### config.mk
export PLATFORM = sky130hd
export DESIGN_NAME = firefly_swarm
export DESIGN_NICKNAME = d
export VERILOG_FILES = /design/src/rtl/firefly_pkg.sv /design/src/rtl/firefly_chan.sv /design/src/rtl/firefly_swarm.sv
export SDC_FILE = /design/constraint.sdc
export NUM_CORES = 1
export LEC_CHECK = 0
export BUFFER_PORTS_ARGS = -buffer_cell sky130_fd_sc_hd__buf_2
export CAP_MARGIN = 10
export CORE_ASPECT_RATIO = 0.5
export CORE_MARGIN = 3
export CORE_UTILIZATION = 30
export DETAILED_ROUTE_END_ITERATION = 7
export PLACE_DENSITY = 0.45
export SKIP_LAST_GASP = 1
export SLEW_MARGIN = 20
export SYNTH_ARGS = -nofsm -noshare
export SYNTH_HDL_FRONTEND = slang
export SYNTH_HIERARCHICAL = 1
export SYNTH_SLANG_ARGS = --single-unit
### constraint.sdc
create_clock -name clk -period 3.8 [get_ports clk]
set_input_delay 0.57 -clock clk [delete_from_list [all_inputs] [get_ports clk]]
set_output_delay 0.57 -clock clk [all_outputs]
set_load 0.02 [all_outputs]
### src/rtl/firefly_pkg.sv
// Shared types and default constants for the firefly swarm flash sequencer.
package firefly_pkg;

    typedef enum logic [1:0] {
        IDLE  = 2'd0,
        WAIT  = 2'd1,
        FLASH = 2'd2
    } chan_state_t;

    localparam int DEF_CH         = 4;
    localparam int DEF_PULSE_W    = 15000;
    localparam int DEF_DELAY_STEP = 2500;
    localparam int DEF_CW         = 16;

endpackage

### src/rtl/firefly_chan.sv
// One signal-firefly channel: IDLE -> WAIT (DELAY cycles) -> FLASH (PULSE_W cycles) -> IDLE.
module firefly_chan
    import firefly_pkg::*;
#(
    parameter int PULSE_W = DEF_PULSE_W,
    parameter int DELAY   = 0,
    parameter int CW      = DEF_CW
) (
    input  logic clk,
    input  logic rst_n,
    input  logic start,
    output logic flash,
    output logic free,
    output logic active_next
);

    localparam logic [CW-1:0] WAIT_LAST  = CW'((DELAY > 0) ? DELAY - 1 : 0);
    localparam logic [CW-1:0] FLASH_LAST = CW'(PULSE_W - 1);

    chan_state_t     state_reg, state_next;
    logic [CW-1:0]   cnt_reg, cnt_next;

    always_ff @(posedge clk or negedge rst_n) begin
        if (!rst_n) begin
            state_reg <= IDLE;
            cnt_reg   <= '0;
        end else begin
            state_reg <= state_next;
            cnt_reg   <= cnt_next;
        end
    end

    always_comb begin
        state_next = state_reg;
        cnt_next   = cnt_reg;
        case (state_reg)
            WAIT: begin
                if (cnt_reg == WAIT_LAST) begin
                    state_next = FLASH;
                    cnt_next   = '0;
                end else begin
                    cnt_next = cnt_reg + 1'b1;
                end
            end
            FLASH: begin
                if (cnt_reg == FLASH_LAST) begin
                    state_next = IDLE;
                    cnt_next   = '0;
                end else begin
                    cnt_next = cnt_reg + 1'b1;
                end
            end
            default: ;
        endcase
        // A start always overrides the natural progression, including the final FLASH cycle.
        if (start) begin
            state_next = (DELAY == 0) ? FLASH : WAIT;
            cnt_next   = '0;
        end
    end

    assign flash       = (state_reg == FLASH);
    assign free        = (state_reg == IDLE) || ((state_reg == FLASH) && (cnt_reg == FLASH_LAST));
    assign active_next = (state_next != IDLE);

endmodule

### src/rtl/firefly_swarm.sv
// Queen-triggered staggered flash sequencer; FIREFLY_RETRIG_EN lets a new trigger restart busy channels.
module firefly_swarm
    import firefly_pkg::*;
#(
    parameter int CH         = DEF_CH,
    parameter int PULSE_W    = DEF_PULSE_W,
    parameter int DELAY_STEP = DEF_DELAY_STEP,
    parameter int CW         = DEF_CW
) (
    input  logic          clk,
    input  logic          rst_n,
    input  logic          f0,
    output logic [CH-1:0] f1,
    output logic          busy,
    output logic [7:0]    flash_cnt
);

    logic          sync1_reg, sync2_reg, prev_reg;
    logic          trigger;
    logic [CH-1:0] start;
    logic [CH-1:0] free;
    logic [CH-1:0] active_next;
    logic          busy_reg;
    logic [7:0]    flash_cnt_reg;

    always_ff @(posedge clk or negedge rst_n) begin
        if (!rst_n) begin
            sync1_reg <= 1'b0;
            sync2_reg <= 1'b0;
            prev_reg  <= 1'b0;
        end else begin
            sync1_reg <= f0;
            sync2_reg <= sync1_reg;
            prev_reg  <= sync2_reg;
        end
    end

    assign trigger = sync2_reg & ~prev_reg;

    for (genvar gi = 0; gi < CH; gi++) begin : g_chan
`ifdef FIREFLY_RETRIG_EN
        assign start[gi] = trigger;
`else
        // Channel 0 gates acceptance for the whole swarm.
        assign start[gi] = trigger & free[0] & free[gi];
`endif
        firefly_chan #(
            .PULSE_W (PULSE_W),
            .DELAY   (gi * DELAY_STEP),
            .CW      (CW)
        ) u_chan (
            .clk         (clk),
            .rst_n       (rst_n),
            .start       (start[gi]),
            .flash       (f1[gi]),
            .free        (free[gi]),
            .active_next (active_next[gi])
        );
    end

    // Registered from next-state so busy lines up with the channel state registers.
    always_ff @(posedge clk or negedge rst_n) begin
        if (!rst_n) begin
            busy_reg      <= 1'b0;
            flash_cnt_reg <= 8'd0;
        end else begin
            busy_reg <= |active_next;
            if (start[0]) begin
                flash_cnt_reg <= flash_cnt_reg + 8'd1;
            end
        end
    end

    assign busy      = busy_reg;
    assign flash_cnt = flash_cnt_reg;

endmodule

* Word-level counts from Yosys, hierarchy flattened *
Index checks and enable logic that the tools add are counted.

cells by class
  add/sub/neg operators = 5
  multipliers = 0
  div/mod/pow operators = 0
  order comparisons = 0
  equal/unequal tests = 15
  shift operators = 0
  muxes and demuxes = 32
  bitwise gates (word level) = 7
  reductions and logical operators = 22

operator list
  kind                                                                number
  16-bit two-way mux                                                  12
  16-bit case mux with 2 select lines                                 4
  16-bit by 1-bit adder with 16-bit output (second input constant)    4
  16-bit by 14-bit == test with 1-bit output (second input constant)  4
  16-bit by 13-bit == test with 1-bit output (second input constant)  2
  2-bit two-way mux                                                   12
  16-bit by 12-bit == test with 1-bit output (second input constant)  1
  16-bit logical NOT                                                  1
  2-bit case mux with 2 select lines                                  4
  3-bit nonzero test                                                  4
  8-bit by 1-bit adder with 8-bit output (second input constant)      1
  2-bit by 1-bit == test with 1-bit output (second input constant)    4
  2-bit == test (second input constant)                               4
  2-bit logical NOT                                                   4
  2-bit nonzero test                                                  4
  1-bit bitwise AND                                                   6
  1-bit logical AND                                                   4
  1-bit logical OR                                                    4
  4-bit OR reduction                                                  1
  1-bit NOT                                                           1

word-level totals
  bits in registers = 84
  bits in latches = 0
  RAM bits = 0
  memory bits (read-only) = 0
  input port bits = 3
  memories kept = 0

* Longest topological paths before layout *
Gate-level depths: netlist of the first run.

  word-level depth = 8
  mapped depth = 14
  mapped depth without buffers = 13

* Modules after synthesis *
The synthesis of the first run kept the hierarchy.

by module, submodules not included
  module                            times used  cells each  area an instance (µm²)
  firefly_chan at g_chan[2].u_chan  1           126         1214.9
  firefly_chan at g_chan[0].u_chan  1           125         1177.4
  firefly_chan at g_chan[3].u_chan  1           119         1112.3
  firefly_chan at g_chan[1].u_chan  1           110         1066.0
  firefly_swarm                     1           39          504.2

* Worst setup path before layout of the first run *
OpenSTA, ideal clock, no wires.

  path type = flip-flop to flip-flop
  start = register g_chan[0].u_chan.state_reg[0]
  end = register g_chan[0].u_chan.cnt_reg[13]
  library setup time = 0.094 ns
  arrival time = 3.002 ns
  slack = 0.704 ns
  stages on the path, launching flop included = 15
  path through = dfrtp_1 inv_1 ha_1 buf_2 inv_1 nor2_1 or2_2 nand3b_4 inv_4 buf_2 nor3_2 or3_1 buf_2 or4_4 a221oi_2

on the way
  word-level cells in the longest chain between the ends = 6
  elaborated cells on any way between the ends = 10
  classes of those cells = 2 x eq/ne; 2 x mux; 2 x bitwise; 4 x reduce/logical

RTL lines
  item                                                                line                 RTL
  start: declaration                                                  firefly_chan.sv:20   chan_state_t state_reg, state_next;
  start signal: assignment                                            firefly_chan.sv:28   state_reg <= state_next;
  2-bit == test (*)                                                   --
  named net f1[0]                                                     firefly_swarm.sv:13  output logic [CH-1:0] f1,
  1-bit logical AND (*)                                               firefly_chan.sv:63   assign free = (state_reg == IDLE) || ((state_reg == FLASH) && (cnt_reg == FLASH_LAST));
  1-bit logical OR (*)                                                firefly_chan.sv:63
  named net free[0]                                                   firefly_swarm.sv:21  logic [CH-1:0] free;
  1-bit bitwise AND                                                   firefly_swarm.sv:45  assign start[gi] = trigger & free[0] & free[gi];
  1-bit bitwise AND (*)                                               firefly_swarm.sv:45
  named net start[0]                                                  firefly_swarm.sv:20  logic [CH-1:0] start;
  3-bit nonzero test (no line) or 16-bit two-way mux (tied branches)  --
  end signal: assignment                                              firefly_chan.sv:29   cnt_reg <= cnt_next;
  end: declaration                                                    firefly_chan.sv:21   logic [CW-1:0] cnt_reg, cnt_next;

Mark *: on every way through the listed nets, which the timed path passes. The rest lies on a longest branch.
A chain may end at the register's enable or synchronous reset.

* Final worst setup path of the first run *
  start = register g_chan[0].u_chan.cnt_reg[10]
  end = register g_chan[3].u_chan.cnt_reg[13]

on the way
  word-level cells in the longest chain between the ends = 6
  elaborated cells on any way between the ends = 7
  classes of those cells = 1 x eq/ne; 1 x mux; 2 x bitwise; 3 x reduce/logical

RTL lines
  item                                                                line
  16-bit by 14-bit == test with 1-bit output (*)                      firefly_chan.sv:63
  1-bit logical AND (*)                                               firefly_chan.sv:63
  1-bit logical OR (*)                                                firefly_chan.sv:63
  named net free[0]                                                   firefly_swarm.sv:21
  1-bit bitwise AND (*) (2 in a row)                                  firefly_swarm.sv:45
  named net start[3]                                                  firefly_swarm.sv:20
  3-bit nonzero test (no line) or 16-bit two-way mux (tied branches)  --
  end signal: assignment                                              firefly_chan.sv:29
  end: declaration                                                    firefly_chan.sv:21

Marks and branches as above.

==> flow_summary.json, run 1 <==
{
  "outcome": "complete, no violations",
  "async_flop_share_pct": 100,
  "post_cts_buffers": 0,
  "n_fill_cell": 1607,
  "critPathArrivalTime_ns": 3.73,
  "period_share_pct": 91.1,
  "seq_area_frac_synth_pct": 41.4,
  "grt_start_max_net_pins": 64,
  "syn_area_per_cell_um2": 9.78,
  "worstPathRequired_ns": 4.07,
  "fin_crit_ns": 3.46,
  "synth_edf_count": 0,
  "die_area_um2": 18600,
  "dp_hpwl_mm": 7.82,
  "core-area_um2": 16000,
  "pin_count": 16,
  "port_buffers": 15,
  "top_layer_used": "met4",
  "clock.fmax_mhz": 289,
  "finalHoldViolCount": 0,
  "largest_reg_flops": 64,
  "root_buffer": "clkbuf_16",
  "yosysWarnings": 6,
  "clock_skew_ns": 0.00627,
  "met2RoutedLength_mm": 4.83,
  "drt_iter0_drc": 237,
  "crit_start": "g_chan[0].u_chan/cnt_reg[10]",
  "synth_flop_cell": "dfrtp_1",
  "ys_ff_latch": 84,
  "initial_core_util_pct": 31.8,
  "worst_slew_pin_slew_ns": 0.823,
  "drc_errors": 0,
  "overflow": 0,
  "m1WireLength_mm": 6.14,
  "cts.path.max_buffers": 2,
  "cts_sinks": 84,
  "num_vias": 3887,
  "rows": 32,
  "firstDrtPassIters": 4,
  "fp.dieW_um": 190,
  "synth_area_um2": 5070,
  "cts-buffers-inserted": 9,
  "via_per_inst": 5.12,
  "layout.nets": 554,
  "powerDensity_nw_per_um2": 519,
  "slew_violations": 0,
  "cts_tree": "done",
  "drive_gt1_share_pct": 14.5,
  "globalplace.congestion": 0.765,
  "diodes": 0,
  "fp.dieH_um": 98.0,
  "ir_drop_uv": 240,
  "power_leakage_nw": 2.26,
  "start_kind": "flip-flop",
  "ctsHoldBuffers": 0,
  "wl_per_cell_um": 14.9,
  "holdWs_ns": 0.321,
  "grt_pass1_wl_mm": 19.5,
  "crit_path_end_kind": "flip-flop",
  "synth_cell_types": 80,
  "clk_pin_slew_ns": 0.07,
  "critical_path_class": "reg -> reg",
  "grt_pass1_vias": 3780,
  "grt_setup_unrepaired": "false",
  "htreeDepth": 3,
  "postPlaceCellArea_um2": 5360,
  "wirelength_mm": 11.3,
  "drv_cap": 0,
  "max_slew_margin_pct": 45.1,
  "met3_length_um": 239,
  "post_cts_resize_count": 0,
  "postRouteAntennaNets": 0,
  "crit_fanout": 24,
  "syn-instance-count": 519,
  "tns_ns": 0,
  "track_usage_pct": 12.7,
  "setup_viol": 0,
  "area_growth_pct": 11.1,
  "r2r_start": "g_chan[0].u_chan/cnt_reg[10]",
  "fin_area_um2": 5640,
  "hp-class": "in -> async",
  "mappedNetlistNets": 540,
  "antenna_found_initial": 0,
  "insertion_delay_ns": 0.34
}
synthesized netlist by cell type (3+ instances only):
master,n,area (um^2)
a211oi_1,9,67.6
a21oi_1,10,50.1
a221oi_1,4,35.0
a31oi_1,9,56.3
and2_1,5,31.3
and3_1,4,25.0
and4_1,7,61.3
buf_2,6,30.0
buf_4,3,22.5
clkbuf_1,5,18.8
dfrtp_1,84,2100
ha_1,18,225
inv_1,24,90.1
mux2i_1,3,30.0
nand2_1,38,143
nand2b_1,6,37.5
nand3_1,19,95.1
nand4_1,24,150
nor2_1,39,146
nor3_1,18,90.1
nor3_2,3,30.0
nor3b_1,4,30.0
nor4_1,11,68.8
nor4b_1,4,35.0
nor4bb_1,3,30.0
o211ai_1,4,30.0
o21ai_0,17,85.1
o31ai_1,5,37.5
or2_2,4,25.0
or3_1,10,62.6
or4_1,4,30.0
or4_4,5,56.3
or4b_4,3,41.3
xnor2_1,23,201
xor2_1,22,193
worst max-delay path, cell delays in order, from the launching register on:
cell      delay [ns]
dfrtp_1         0.42
nor4_1          0.40
nand4_1         0.28
nor2_1          0.24
or2_2           0.17
nand3b_4        0.13
inv_4           0.28
and2_1          0.32
o311a_1         0.23
nand3_1         0.24
or4_1           0.54
a21oi_1         0.14
layout by cell type (no fill, tap or decap), types with 5 or more instances in the layout:
| master | count |
|---|---|
| xnor2_1 | 23 |
| xor2_1 | 22 |
| nor3_1 | 18 |
| or3_1 | 10 |
| nand4_1 | 24 |
| nand2b_1 | 6 |
| buf_2 | 14 |
| inv_1 | 24 |
| nor2_1 | 39 |
| nand2_1 | 38 |
| o31ai_1 | 5 |
| and4_1 | 7 |
| ha_1 | 18 |
| and2_1 | 5 |
| clkbuf_16 | 9 |
| a21oi_1 | 10 |
| o21ai_0 | 17 |
| a211oi_1 | 9 |
| or4_4 | 5 |
| nand3_1 | 19 |
| dfrtp_1 | 84 |
| a31oi_1 | 9 |
| buf_4 | 8 |
| nor4_1 | 11 |
final timing paths:
check	depth (start not counted)	end	slack, ns
setup / recovery	11	g_chan[3].u_chan/cnt_reg[13]	0.34
setup reg to reg	11	g_chan[3].u_chan/cnt_reg[13]	0.34
hold / removal	1	g_chan[0].u_chan/cnt_reg[5]	0.32
hold reg to reg	0	sync2_reg	0.36
min in group clk	1	sync1_reg	0.34
max in group asynchronous	2	g_chan[1].u_chan/cnt_reg[6]	2.64
power breakdown:
group | total (mW) | internal [mW] | switching, mW | leakage, nW
combinational | 0.892 | 0.348 | 0.544 | 1.01
clock | 0.834 | 0.445 | 0.389 | 0.124
sequential | 1.20 | 1.03 | 0.173 | 1.13
total | 2.93 | 1.82 | 1.11 | 2.26
final cells by class:
| type | instances | area (um^2) | share of cell area (%) |
|---|---|---|---|
| Inverter | 26 | 100 | 1.77 |
| Clock inverter | 7 | 52.6 | 0.932 |
| Sequential cell | 84 | 2100 | 37.3 |
| Timing Repair Buffer | 22 | 130 | 2.31 |
| Multi-Input combinational cell | 390 | 2750 | 48.8 |
| Tap cell | 221 | 277 | 4.90 |
| Clock buffer | 9 | 225 | 3.99 |
through the flow:
stage	power (mW)	instances	setup slack, ns	utilization (%)
after floorplan	1.87	519	0.704	-
after global placement	2.12	743	0.433	33.6
after detailed placement	2.11	743	0.330	33.6
after CTS	2.97	759	0.293	35.3
after global routing	3.14	759	0.0446	35.3
final	2.93	759	0.339	35.3
kinds of logic after synthesis:
logic type | Yosys count | synth area share (%)
AOI/OAI and AO/OA | 85 | 12.1
buffers and inverters | 45 | 4.31
adders and majority gates | 18 | 4.44
and+or+nand+nor | 239 | 29.4
DFF | 84 | 41.4
muxes | 3 | 0.592
xor gates and xnor gates | 45 | 7.77
per-layer routing:
layer / vias to the layer above / global-route usage [%]
met1: 1905 / 19.1
met3: 7 / 3.01
met5: - / 0
met2: 26 / 18.6
met4: 0 / 2.72
li1: 1949 / -
No activity file was read; power rests on OpenSTA's default activity.
==> run 2, diff against run 1 <==
CORE_ASPECT_RATIO = 1.2   (was 0.5)
CORE_UTILIZATION = 63   (was 30)
PLACE_DENSITY = 0.82   (was 0.45)
==> run 2 against run 1 <==
Effect of this change:
- worst setup slack worse by 0.060 ns
- flip-flop and latch count unchanged
- combinational power decreased by 1%
- largest cell class unchanged
- non-clock buffer count is 5 lower
- wire length is 11% lower
- clock-buffer cell count is the same
- core utilization grew 34 points
- design area decreased by 4.3%
- via count is 1.5% higher
- final cell count fell by 18%
- die area shrank 51%
==> flow_summary.json, run 2 (same netlist as run 1, synthesis figures left out) <==
{
  "seqPwrFrac_pct": 42.6,
  "outcome": "complete, no violations",
  "crit_start": "g_chan[0].u_chan/cnt_reg[10]",
  "powerDensity_nw_per_um2": 520,
  "power_switching_mw": 1.06,
  "area_growth_pct": 6.34,
  "grt_setup_unrepaired": "false",
  "r2r_cells": 11,
  "mostFrequentLayoutCells": "84 x dfrtp_1, 39 x nor2_1, 38 x nand2_1, 24 x nand4_1, 24 x inv_1",
  "largest_reg_flops": 64,
  "drt_iter0_drc": 147,
  "cts_tree": "done",
  "fin_crit_ns": 3.52,
  "final_common_cell": "dfrtp_1",
  "slew_violations": 0,
  "finalHoldViolCount": 0,
  "endpoint": "g_chan[3].u_chan/cnt_reg[15]",
  "r2r-end": "g_chan[3].u_chan/cnt_reg[15]",
  "initial_core_util_pct": 65.5,
  "critical_path_class": "reg -> reg",
  "antenna_found_initial": 0,
  "r2r_start": "g_chan[0].u_chan/cnt_reg[10]",
  "setup_viol": 0,
  "period_share_pct": 92.6,
  "place_inst": 609,
  "core-area_um2": 7750,
  "grt_pass1_wl_mm": 17.5,
  "max_slew_margin_pct": 33.9,
  "clock_skew_ns": 0.0161,
  "port_buffers": 15,
  "start_kind": "flip-flop",
  "crit_path_end_kind": "flip-flop",
  "htreeDepth": 3,
  "rrSetupSlack_ns": 0.28,
  "diodes": 0,
  "grt_start_max_net_pins": 85,
  "wirelength_mm": 10.0,
  "wl_per_cell_um": 16.0,
  "drc_errors": 0,
  "dp_hpwl_mm": 6.96,
  "layout.nets": 549,
  "clock.fmax_mhz": 284,
  "via_per_inst": 6.31,
  "p_sw_share_pct": 37.7,
  "power_leakage_nw": 2.23,
  "fp.dieW_um": 87.9,
  "postRouteAntennaNets": 0,
  "insertion_delay_ns": 0.36,
  "post_cts_resize_count": 0,
  "num_vias": 3946,
  "firstDrtPassIters": 5,
  "ctsHoldBuffers": 0,
  "clkPwrFrac_pct": 25.9,
  "worstPathRequired_ns": 4.07,
  "ir_drop_uv": 400,
  "utilization_pct": 69.6,
  "worst_slew_pin_slew_ns": 0.985,
  "tns_ns": 0,
  "overflow": 0,
  "drv_cap": 0,
  "crit_fanout": 24,
  "die_area_um2": 9170,
  "track_usage_pct": 23.2,
  "comb_power_share_pct": 31.4,
  "pin_count": 16,
  "rows": 35,
  "hp-class": "in -> async",
  "drive_gt1_share_pct": 13.9,
  "cts_sinks": 84,
  "cts.path.max_buffers": 2,
  "critPathArrivalTime_ns": 3.79,
  "layout.cells.non_filler": 625,
  "globalplace.congestion": 0.868,
  "intPower_mw": 1.75,
  "root_buffer": "clkbuf_8",
  "total_power_mw": 2.80,
  "grt_pass1_vias": 3833,
  "fp.dieH_um": 104,
  "post_cts_buffers": 0,
  "clk_pin_slew_ns": 0.10,
  "n_fill_cell": 597,
  "cts-buffers-inserted": 9
}
-- run 2: cell types whose count changed in the layout (fill, tap and decap cells not counted), sizes merged --
cell	previous run	this run
clkinv	3	2
inv	26	29
buf	22	17
bufinv	0	2
clkinvlp	4	0
-- run 2: through the flow --
| step | cell area (um^2) | setup slack [ns] | hold WS, ns |
|---|---|---|---|
| floorplan | 5070 | 0.704 | 0.274 |
| detailed placement | 5160 | 0.269 | 0.335 |
| finish | 5400 | 0.279 | 0.229 |
| CTS | 5390 | 0.254 | 0.315 |
| global placement | 5160 | 0.449 | 0.335 |
| global route | 5400 | 0.0718 | 0.292 |
-- run 2: worst min path at each step --
stage | start | end | slack (ns) | cells after the start
after floorplan | rst_n | busy | 0.27 | 0
after global placement | sync1_reg | sync2_reg | 0.34 | 0
after detailed placement | sync1_reg | sync2_reg | 0.33 | 0
after CTS | f0 | sync1_reg | 0.31 | 1
after global routing | rst_n | g_chan[1].u_chan/cnt_reg[4] | 0.29 | 1
final | rst_n | g_chan[1].u_chan/cnt_reg[7] | 0.23 | 1
-- run 2: area by class of cell --
cell class / count / area [um^2] / share of cell area (%)
clock inverter: 7 / 104 / 1.92
inverter: 26 / 100 / 1.85
multi-input combinational: 390 / 2760 / 51.1
timing repair buffer: 17 / 96.3 / 1.79
clock buffer: 9 / 124 / 2.30
sequential: 84 / 2100 / 39.0
tap: 92 / 115 / 2.13
-- run 2: power groups by stage --
stage               combinational, mW  clock, mW  sequential (mW)
floorplan                       0.683          0             1.19
global placement                0.841          0             1.20
detailed placement              0.877          0             1.21
CTS                             0.882      0.747             1.19
global route                    0.998      0.785             1.22
finish                          0.882      0.727             1.20
-- run 2: critical path: stages (launching register included) --
cell and delay, ns:
dfrtp_1 0.44, nor4_1 0.43, nand4_1 0.27, nor2_1 0.24, or2_2 0.18, nand3b_4 0.12
inv_4 0.25, and2_2 0.28, o311a_1 0.30, nand3_1 0.25, or4_4 0.55, a21oi_2 0.14
-- run 2: layer usage --
metal	vias to the layer above	track usage, %	wire length [um]
met4	0	7.24	136
met5	-	0	0
met3	15	3.49	304
li1	1946	-	-
met2	76	36.9	4910
met1	1909	32.4	4660
